### src/rtl/mem_bus_ctrl_if.sv
// Core-side request/ready handshake and split memory data path of the bus controller.
// Handshake: the core raises req with we/addr/wdata; they are taken only while the controller is idle, and ready pulses for one cycle when that transfer completes.
interface mem_bus_ctrl_if #(
  parameter int DW = 8,
  parameter int AW = 5
) ();
  logic          req;
  logic          we;
  logic [AW-1:0] addr;
  logic [DW-1:0] wdata;
  logic          ready;
  logic [DW-1:0] rdata;
  logic          busy;
  logic [AW-1:0] mem_addr;
  logic [DW-1:0] mem_dout;
  logic          mem_oe;
  logic [DW-1:0] mem_din;
  logic          mem_read;
  logic          mem_write;

  // Controller side.
  modport slave (
    input  req, we, addr, wdata, mem_din,
    output ready, rdata, busy, mem_addr, mem_dout, mem_oe, mem_read, mem_write
  );

  // Core plus memory side.
  modport master (
    output req, we, addr, wdata, mem_din,
    input  ready, rdata, busy, mem_addr, mem_dout, mem_oe, mem_read, mem_write
  );
endinterface

### src/rtl/mem_bus_ctrl.sv
// Single-clock memory bus controller: latches one core request, runs SETUP/ACCESS
// with programmable wait states, optionally inserts a write-to-read turnaround cycle.
module mem_bus_ctrl #(
  parameter int DW      = 8,
  parameter int AW      = 5,
  parameter int WAIT    = 1,
  parameter int TURN_EN = 1
) (
  input  logic             clk,
  input  logic             reset,
  mem_bus_ctrl_if.slave    bus,
  output logic [2:0]       state_dbg
);

  typedef enum logic [2:0] {
    IDLE   = 3'd0,
    TURN   = 3'd1,
    SETUP  = 3'd2,
    ACCESS = 3'd3,
    DONE   = 3'd4
  } state_t;

  localparam logic [3:0] WAIT_CNT = 4'(WAIT);

  state_t        state;
  logic          we_q;
  logic [AW-1:0] addr_q;
  logic [DW-1:0] wdata_q;
  logic          last_wr;
  logic [3:0]    cnt;

  assign state_dbg = state;

  // All bus outputs are registered: each transition loads the values of the state being entered.
  always_ff @(posedge clk or negedge reset) begin
    if (!reset) begin
      state         <= IDLE;
      we_q          <= 1'b0;
      addr_q        <= '0;
      wdata_q       <= '0;
      last_wr       <= 1'b0;
      cnt           <= 4'd0;
      bus.ready     <= 1'b0;
      bus.rdata     <= '0;
      bus.busy      <= 1'b0;
      bus.mem_addr  <= '0;
      bus.mem_dout  <= '0;
      bus.mem_oe    <= 1'b0;
      bus.mem_read  <= 1'b0;
      bus.mem_write <= 1'b0;
    end else begin
      case (state)
        IDLE: begin
          if (bus.req) begin
            we_q         <= bus.we;
            addr_q       <= bus.addr;
            wdata_q      <= bus.wdata;
            cnt          <= WAIT_CNT;
            bus.busy     <= 1'b1;
            bus.mem_addr <= bus.addr;
            // A read right after a completed write gets one idle cycle so the data path can turn around.
            if ((TURN_EN != 0) && last_wr && !bus.we) begin
              state <= TURN;
            end else begin
              state        <= SETUP;
              bus.mem_oe   <= bus.we;
              bus.mem_read <= !bus.we;
              if (bus.we) bus.mem_dout <= bus.wdata;
            end
          end
        end
        TURN: begin
          state        <= SETUP;
          bus.mem_addr <= addr_q;
          bus.mem_oe   <= we_q;
          bus.mem_read <= !we_q;
          if (we_q) bus.mem_dout <= wdata_q;
        end
        SETUP: begin
          state         <= ACCESS;
          bus.mem_write <= we_q;
        end
        ACCESS: begin
          if (cnt == 4'd0) begin
            state         <= DONE;
            bus.ready     <= 1'b1;
            bus.mem_oe    <= 1'b0;
            bus.mem_read  <= 1'b0;
            bus.mem_write <= 1'b0;
            if (!we_q) bus.rdata <= bus.mem_din;
          end else begin
            cnt <= cnt - 4'd1;
          end
        end
        DONE: begin
          state     <= IDLE;
          bus.ready <= 1'b0;
          bus.busy  <= 1'b0;
          last_wr   <= we_q;
        end
        default: state <= IDLE;
      endcase
    end
  end

endmodule

### src/flat_wrapper.sv
// flat-port wrapper written by rule: the top's interface ports become plain ports
module mem_bus_ctrl_flat 
#(
  parameter int DW      = 8,
  parameter int AW      = 5,
  parameter int WAIT    = 1,
  parameter int TURN_EN = 1
)
  (clk, reset, state_dbg, bus_req, bus_we, bus_addr, bus_wdata, bus_mem_din, bus_ready, bus_rdata, bus_busy, bus_mem_addr, bus_mem_dout, bus_mem_oe, bus_mem_read, bus_mem_write);
  mem_bus_ctrl_if #(.DW(DW), .AW(AW)) bus_i ();
  input  logic clk;
  input  logic reset;
  output logic [2:0] state_dbg;
  input wire logic [$bits(bus_i.req)-1:0] bus_req;
  input wire logic [$bits(bus_i.we)-1:0] bus_we;
  input wire logic [$bits(bus_i.addr)-1:0] bus_addr;
  input wire logic [$bits(bus_i.wdata)-1:0] bus_wdata;
  input wire logic [$bits(bus_i.mem_din)-1:0] bus_mem_din;
  output wire logic [$bits(bus_i.ready)-1:0] bus_ready;
  output wire logic [$bits(bus_i.rdata)-1:0] bus_rdata;
  output wire logic [$bits(bus_i.busy)-1:0] bus_busy;
  output wire logic [$bits(bus_i.mem_addr)-1:0] bus_mem_addr;
  output wire logic [$bits(bus_i.mem_dout)-1:0] bus_mem_dout;
  output wire logic [$bits(bus_i.mem_oe)-1:0] bus_mem_oe;
  output wire logic [$bits(bus_i.mem_read)-1:0] bus_mem_read;
  output wire logic [$bits(bus_i.mem_write)-1:0] bus_mem_write;
  assign bus_i.req = bus_req;
  assign bus_i.we = bus_we;
  assign bus_i.addr = bus_addr;
  assign bus_i.wdata = bus_wdata;
  assign bus_i.mem_din = bus_mem_din;
  assign bus_ready = bus_i.ready;
  assign bus_rdata = bus_i.rdata;
  assign bus_busy = bus_i.busy;
  assign bus_mem_addr = bus_i.mem_addr;
  assign bus_mem_dout = bus_i.mem_dout;
  assign bus_mem_oe = bus_i.mem_oe;
  assign bus_mem_read = bus_i.mem_read;
  assign bus_mem_write = bus_i.mem_write;
  mem_bus_ctrl #(.DW(DW), .AW(AW), .WAIT(WAIT), .TURN_EN(TURN_EN)) u_core (.clk(clk), .reset(reset), .bus(bus_i), .state_dbg(state_dbg));
endmodule
### config.mk
export PLATFORM = sky130hd
export DESIGN_NAME = mem_bus_ctrl_flat
export DESIGN_NICKNAME = d
export VERILOG_FILES = /design/src/rtl/mem_bus_ctrl_if.sv /design/src/rtl/mem_bus_ctrl.sv /design/src/flat_wrapper.sv
export SDC_FILE = /design/constraint.sdc
export NUM_CORES = 1
export LEC_CHECK = 0
export BUFFER_PORTS_ARGS = -buffer_cell sky130_fd_sc_hd__buf_2
export CELL_PAD_IN_SITES_DETAIL_PLACEMENT = 0
export CELL_PAD_IN_SITES_GLOBAL_PLACEMENT = 1
export CORE_ASPECT_RATIO = 1.75
export CORE_MARGIN = 1
export CORE_UTILIZATION = 37
export DETAILED_ROUTE_END_ITERATION = 6
export HOLD_SLACK_MARGIN = 0.08
export PLACE_DENSITY = 0.86
export SLEW_MARGIN = 20
export SYNTH_ARGS = -nofsm -noshare
export SYNTH_HDL_FRONTEND = slang
export SYNTH_SLANG_ARGS = --single-unit
### constraint.sdc
create_clock -name clk -period 1.8 [get_ports clk]
set_input_delay 0.18 -clock clk [delete_from_list [all_inputs] [get_ports clk]]
set_output_delay 0.18 -clock clk [all_outputs]
set_load 0.01 [all_outputs]
Yosys cells after proc, flatten, opt, wreduce, memory -nomap -nowiden

Cells that the tools add are included.

Flip-flop bits (word level): 48
Input bits: 25
Output and inout port bits: 29
Word-level logic and storage cells: 73

Add/sub/neg operators: 1
Eq/ne operators: 10
Multiplexer cells: 26
Bitwise operators: 1
Reduce and logical (&&, ||, !) cells: 21

Operators with widths:

| cell                                                                     | count |
|---|---|
| 8-bit two-way mux                                                        | 4 |
| 8-bit one-hot mux with 2 select lines                                    | 1 |
| 3-bit one-hot mux with 4 select lines                                    | 1 |
| 2-bit AND reduction                                                      | 6 |
| 5-bit one-hot mux with 2 select lines                                    | 1 |
| 2-bit nonzero test                                                       | 5 |
| 4-bit two-way mux                                                        | 2 |
| 2-bit inequality test (second input constant)                            | 4 |
| 4-bit one-hot mux with 2 select lines                                    | 1 |
| 1-bit two-way mux                                                        | 7 |
| 3-bit by 2-bit == test with 1-bit output (second input constant)         | 2 |
| 3-bit two-way mux                                                        | 2 |
| 1-bit one-hot mux with 2 select lines                                    | 3 |
| 1-bit one-hot mux with 3 select lines                                    | 2 |
| 3-bit AND reduction                                                      | 2 |
| 5-bit two-way mux                                                        | 1 |
| 5-bit AND reduction                                                      | 1 |
| 4-bit zero test                                                          | 1 |
| 2-bit by 1-bit inequality test with 1-bit output (second input constant) | 2 |
| 4-bit AND reduction                                                      | 1 |
| 4-bit by 1-bit subtractor with 4-bit output (second input constant)      | 1 |
| 3-bit by 1-bit == test with 1-bit output (second input constant)         | 1 |
| 3-bit == test (second input constant)                                    | 1 |
| 3-bit zero test                                                          | 1 |
| 5 further kinds                                                          | 6 |

Longest topological paths before layout

Word-level depth: 5
Mapped depth: 7
Depth with buffers taken out: 6

Least setup slack after synthesis

Ideal clock, no wire load.

Kind: flip-flop to flip-flop
Start: register u_core.state[1], in the netlist u_core.state_dbg[1]
End: register u_core.addr_q[0]
Arrival time: 1.634 ns
Data required time: 1.675 ns
Path slack: 0.041 ns
Stages on the path, launching flop included: 7
Buffers on the path: 3
Clock period less this slack: 1.759 ns
Cells stage by stage: dfrtp_1 buf_6 or3b_1 buf_2 nor2_8 buf_12 mux2_4

Cells in the longest elaborated chain, start to end: 2

RTL lines:

| item                          | line               | RTL |
|---|---|---|
| from (decl)                   | mem_bus_ctrl.sv:25 | `state_t state;` |
| from (signal assigned)        | mem_bus_ctrl.sv:37 | `state <= IDLE;` |
| from (signal assigned)        | mem_bus_ctrl.sv:63 | `state <= TURN;` |
| from (signal assigned)        | mem_bus_ctrl.sv:65 | `state <= SETUP;` |
| 3-bit zero test               | mem_bus_ctrl.sv:52 | `case (state)` |
| 2-bit AND reduction (no line) | n/a                |  |
| to (signal assigned)          | mem_bus_ctrl.sv:56 | `addr_q <= bus.addr;` |
| to (decl)                     | mem_bus_ctrl.sv:27 | `logic [AW-1:0] addr_q;` |

No other way between the ends.
A chain may end at the register's enable or synchronous reset.

Worst setup path in the final report

Start: register u_core.cnt[0]
End: register u_core.bus.rdata[4]

Cells in the longest elaborated chain, start to end: 2

RTL lines:

| item                          | line                  | RTL |
|---|---|---|
| from (decl)                   | mem_bus_ctrl.sv:30    | `logic [3:0] cnt;` |
| from (signal assigned)        | mem_bus_ctrl.sv:92    | `cnt <= cnt - 4'd1;` |
| 4-bit zero test               | mem_bus_ctrl.sv:84    | `if (cnt == 4'd0) begin` |
| 3-bit AND reduction (no line) | n/a                   |  |
| to (signal assigned)          | mem_bus_ctrl.sv:90    | `if (!we_q) bus.rdata <= bus.mem_din;` |
| to (decl)                     | mem_bus_ctrl_if.sv:24 | `output ready, rdata, busy, mem_addr, mem_dout, mem_oe, mem_read, mem_write` |

No other way between the ends.

==> impl_metrics.tcl <==
set metrics [dict create \
    placement.io_buffers 53 \
    first_global_vias 1570 \
    grt_pass1_wl_um 7330 \
    fillCellCount 534 \
    cts_sinks 48 \
    grt_max_degree 49 \
    core_sq_um 5540 \
    syn-mean-instance-area_sq_um 12.1 \
    finalInstanceArea_sq_um 2670 \
    drv_cap 0 \
    max_freq_mhz 601 \
    pre_cts_ws_ns 0.0488 \
    final_max_slew_viol_count 0 \
    ant_nets 0 \
    fin_crit_sh 0.925 \
    grt_usage 0.160 \
    dp_hpwl_um 3130 \
    diodes 0 \
    drive_gt1_frac 0.422 \
    rsz0062_at_grt "false" \
    via_count 1584 \
    cp-start-kind "flop" \
    setup_violations 0 \
    drc 0 \
    synth_top_family_by_area "multiplexers" \
    ys_types 33 \
    ios 54 \
    finalHoldViolCount 0 \
    synth_edf_count 0 \
    synthAdderAreaFrac 0.00586 \
    slowest_delay_ns 0.38 \
    grt_overflow_total 0 \
    netlist_instances 176 \
    worst-path-buf-inv 2 \
    htreeDepth 2 \
    synth-compound-area-share 0.0985 \
    cts_buffer_depth 2 \
    power_density_nw_per_um2 1730 \
    fin_ws_ns 0.135 \
    status "complete, no violations" \
    p_sw_mw 1.67 \
    crit_chain "inv_1 > ha_1 > nor3b_4 > nand2_1 > nor2_2 > buf_6 > mux2_2" \
    clk_pin_slew_worst_paths_ns 0.08 \
    slew_headroom 0.596 \
    first_pass_iters 6 \
    gp_congestion 0.769 \
    synth_top_area_cell "dfrtp_1" \
    synth-xor-area-share 0.00410 \
    clkPwrFrac 0.137 \
    swShare 0.363 \
    dp.cells 311 \
    irDropWorstVdd_v 0.000782 \
    synthToLayoutAreaGrowth_pct 25.2 \
    cts_tree "yes" \
    synthTopCellsByArea "dfrtp_1 56%, mux2_2 9.5%, mux2_4 4.2%" \
    fp.dieH_um 102 \
    critPathSlowestCell "dfrtp_1" \
    wirelength_um 4480 \
    worstMarginPinSlew_ns 0.606 \
    clk_latency_ns 0.31 \
    power_leakage_nw 1.30 \
    hold_slack_ns 0.109 \
    postPlaceCellArea_sq_um 2560 \
    cts_setup_buffers 0 \
    yosysTopAreaCellShare 0.563 \
    row_count 36 \
    synth_simple_gate_area_share 0.118 \
    crit_family "simple AND/OR/NAND/NOR gates" \
    p_int_mw 2.94 \
    end_kind "flop" \
    combPwrFrac 0.442 \
    hp-class "primary input to flop" \
    ys_ff_latch 48 \
    cts_buffers 5 \
    fin_skew_ns 0.0137 \
    critPathRequiredTime_ns 1.98 \
    nets 269 \
    stdcell_count 320 \
    fin_tns_setup_ns 0 \
    post-route-min-period_ns 1.66 \
    syn-num-nets 202 \
    arrival_ns 1.85 \
    pwr-share-seq 0.420 \
    antenna_found_initial 0 \
    worstPathMaxFanout 8 \
    wl_per_cell_um 14.0 \
    synth.area.mux_share 0.175 \
    synthFlopType "dfrtp_1" \
    drt_iter0_drc 38 \
    vias_per_cell 4.95 \
    die_area_sq_um 6090 \
    cts_root_buf "clkbuf_8" \
    ys_async_sr_fraction 1.00 \
    syn_area_sq_um 2130 \
    die_w_um 59.4 \
    worstSetupPathType "flop to flop" \
    ys_seq_area_frac 0.563 \
    start_util 0.385 \
    ys_warn_count 0 \
]
[flip-flops by register name, summed over array words and instances (netlist names)]
signal and flops:
u_core.bus.mem_addr 5, u_core.last_wr 1, u_core.bus.mem_dout 8, u_core.cnt 4, u_core.we_q 1, u_core.bus.rdata 8, u_core.state_dbg 3, u_core.wdata_q 8
u_core.bus.mem_write 1, u_core.bus.mem_oe 1, u_core.bus.busy 1, u_core.bus.ready 1, u_core.bus.mem_read 1, u_core.addr_q 5
[power groups by stage]
stage,logic (mW),registers [mW],clock network (mW)
4_1_cts,2.05,1.92,0.656
6_report,2.04,1.94,0.633
2_1_floorplan,1.23,2.02,0
3_3_place_gp,1.99,1.92,0
3_5_place_dp,2.04,1.94,0
5_1_grt,2.28,2.00,0.695
[routing by layer]
metal,track usage,routed length [um],vias to the layer above
li1,-,-,746
met1,0.195,1750,806
met2,0.277,2560,26
met3,0.0241,84,6
met4,0.0659,80,0
met5,0,0,-
[what timing repair did]
action | 4_1_cts | 5_1_grt
hold buffers | 1 | 0
resized for setup | 0 | 3
endpoints found under the hold margin | 48 | 0
endpoints found under the setup margin | 0 | 8
[synth_stat cells, types with 2 or more instances]
cell type,count
a21oi_1,16
mux2_4,6
dfrtp_1,48
nand3b_1,4
nor2_2,2
nor3b_1,4
inv_1,4
nand2_1,10
o22ai_1,9
nand2b_1,2
nor2b_1,2
nor2_1,15
buf_2,4
mux2_2,18
a21o_1,2
o21ai_0,5
mux2i_1,8
o31ai_1,2
[cells in the final DEF, fill, tap and decap left out, types with 3 or more instances in the layout]
| cell | netlist | layout |
|---|---|---|
| buf_2 | 4 | 53 |
| dfrtp_1 | 48 | 48 |
| mux2_2 | 18 | 18 |
| a21oi_1 | 16 | 16 |
| nor2_1 | 15 | 15 |
| buf_4 | 1 | 11 |
| nand2_1 | 10 | 10 |
| o22ai_1 | 9 | 9 |
| mux2i_1 | 8 | 8 |
| mux2_4 | 6 | 6 |
| o21ai_0 | 5 | 5 |
| clkbuf_8 | 0 | 5 |
| inv_1 | 4 | 4 |
| nand3b_1 | 4 | 4 |
| nor3b_1 | 4 | 3 |
[path summary, 6_finish.rpt]
kind                       cells past startpoint                  end  slack [ns]             start
min                                            2  u_core.bus.rdata[5]        0.11    bus_mem_din[5]
min in group asynchronous                      3     u_core.bus.ready        0.50             reset
min reg2reg                                    2     u_core.bus.ready        0.49  u_core.bus.ready
max in group asynchronous                      3  u_core.state_dbg[0]        0.87             reset
max                                            7  u_core.bus.rdata[4]        0.14     u_core.cnt[0]
max reg2reg                                    7  u_core.bus.rdata[4]        0.14     u_core.cnt[0]
[through the flow]
step | power, mW | utilization
global route | 4.98 | 0.482
finish | 4.61 | 0.482
detailed placement | 3.98 | 0.463
global placement | 3.91 | 0.463
CTS | 4.63 | 0.480
floorplan | 3.24 | -
[kinds of logic (layout without fill, tap and decap cells)]
logic type | count (synthesis) | after routing
flops | 48 | 48
simple gates | 46 | 46
compound gates | 36 | 36
mux | 32 | 32
buf+inv | 12 | 80
fa+ha+maj | 1 | 1
xor+xnor | 1 | 1
[cell type report]
class / instances / area (sq um) / area share
clock inverters: 1 / 8.76 / 0.00328
flip-flops and latches: 48 / 1200 / 0.449
multi-input cells: 116 / 867 / 0.324
clock buffers: 7 / 76.3 / 0.0286
well taps: 76 / 95.1 / 0.0356
repair buffers: 68 / 409 / 0.153
inverters: 4 / 15.0 / 0.00562
(Power assumes the default switching activity.)
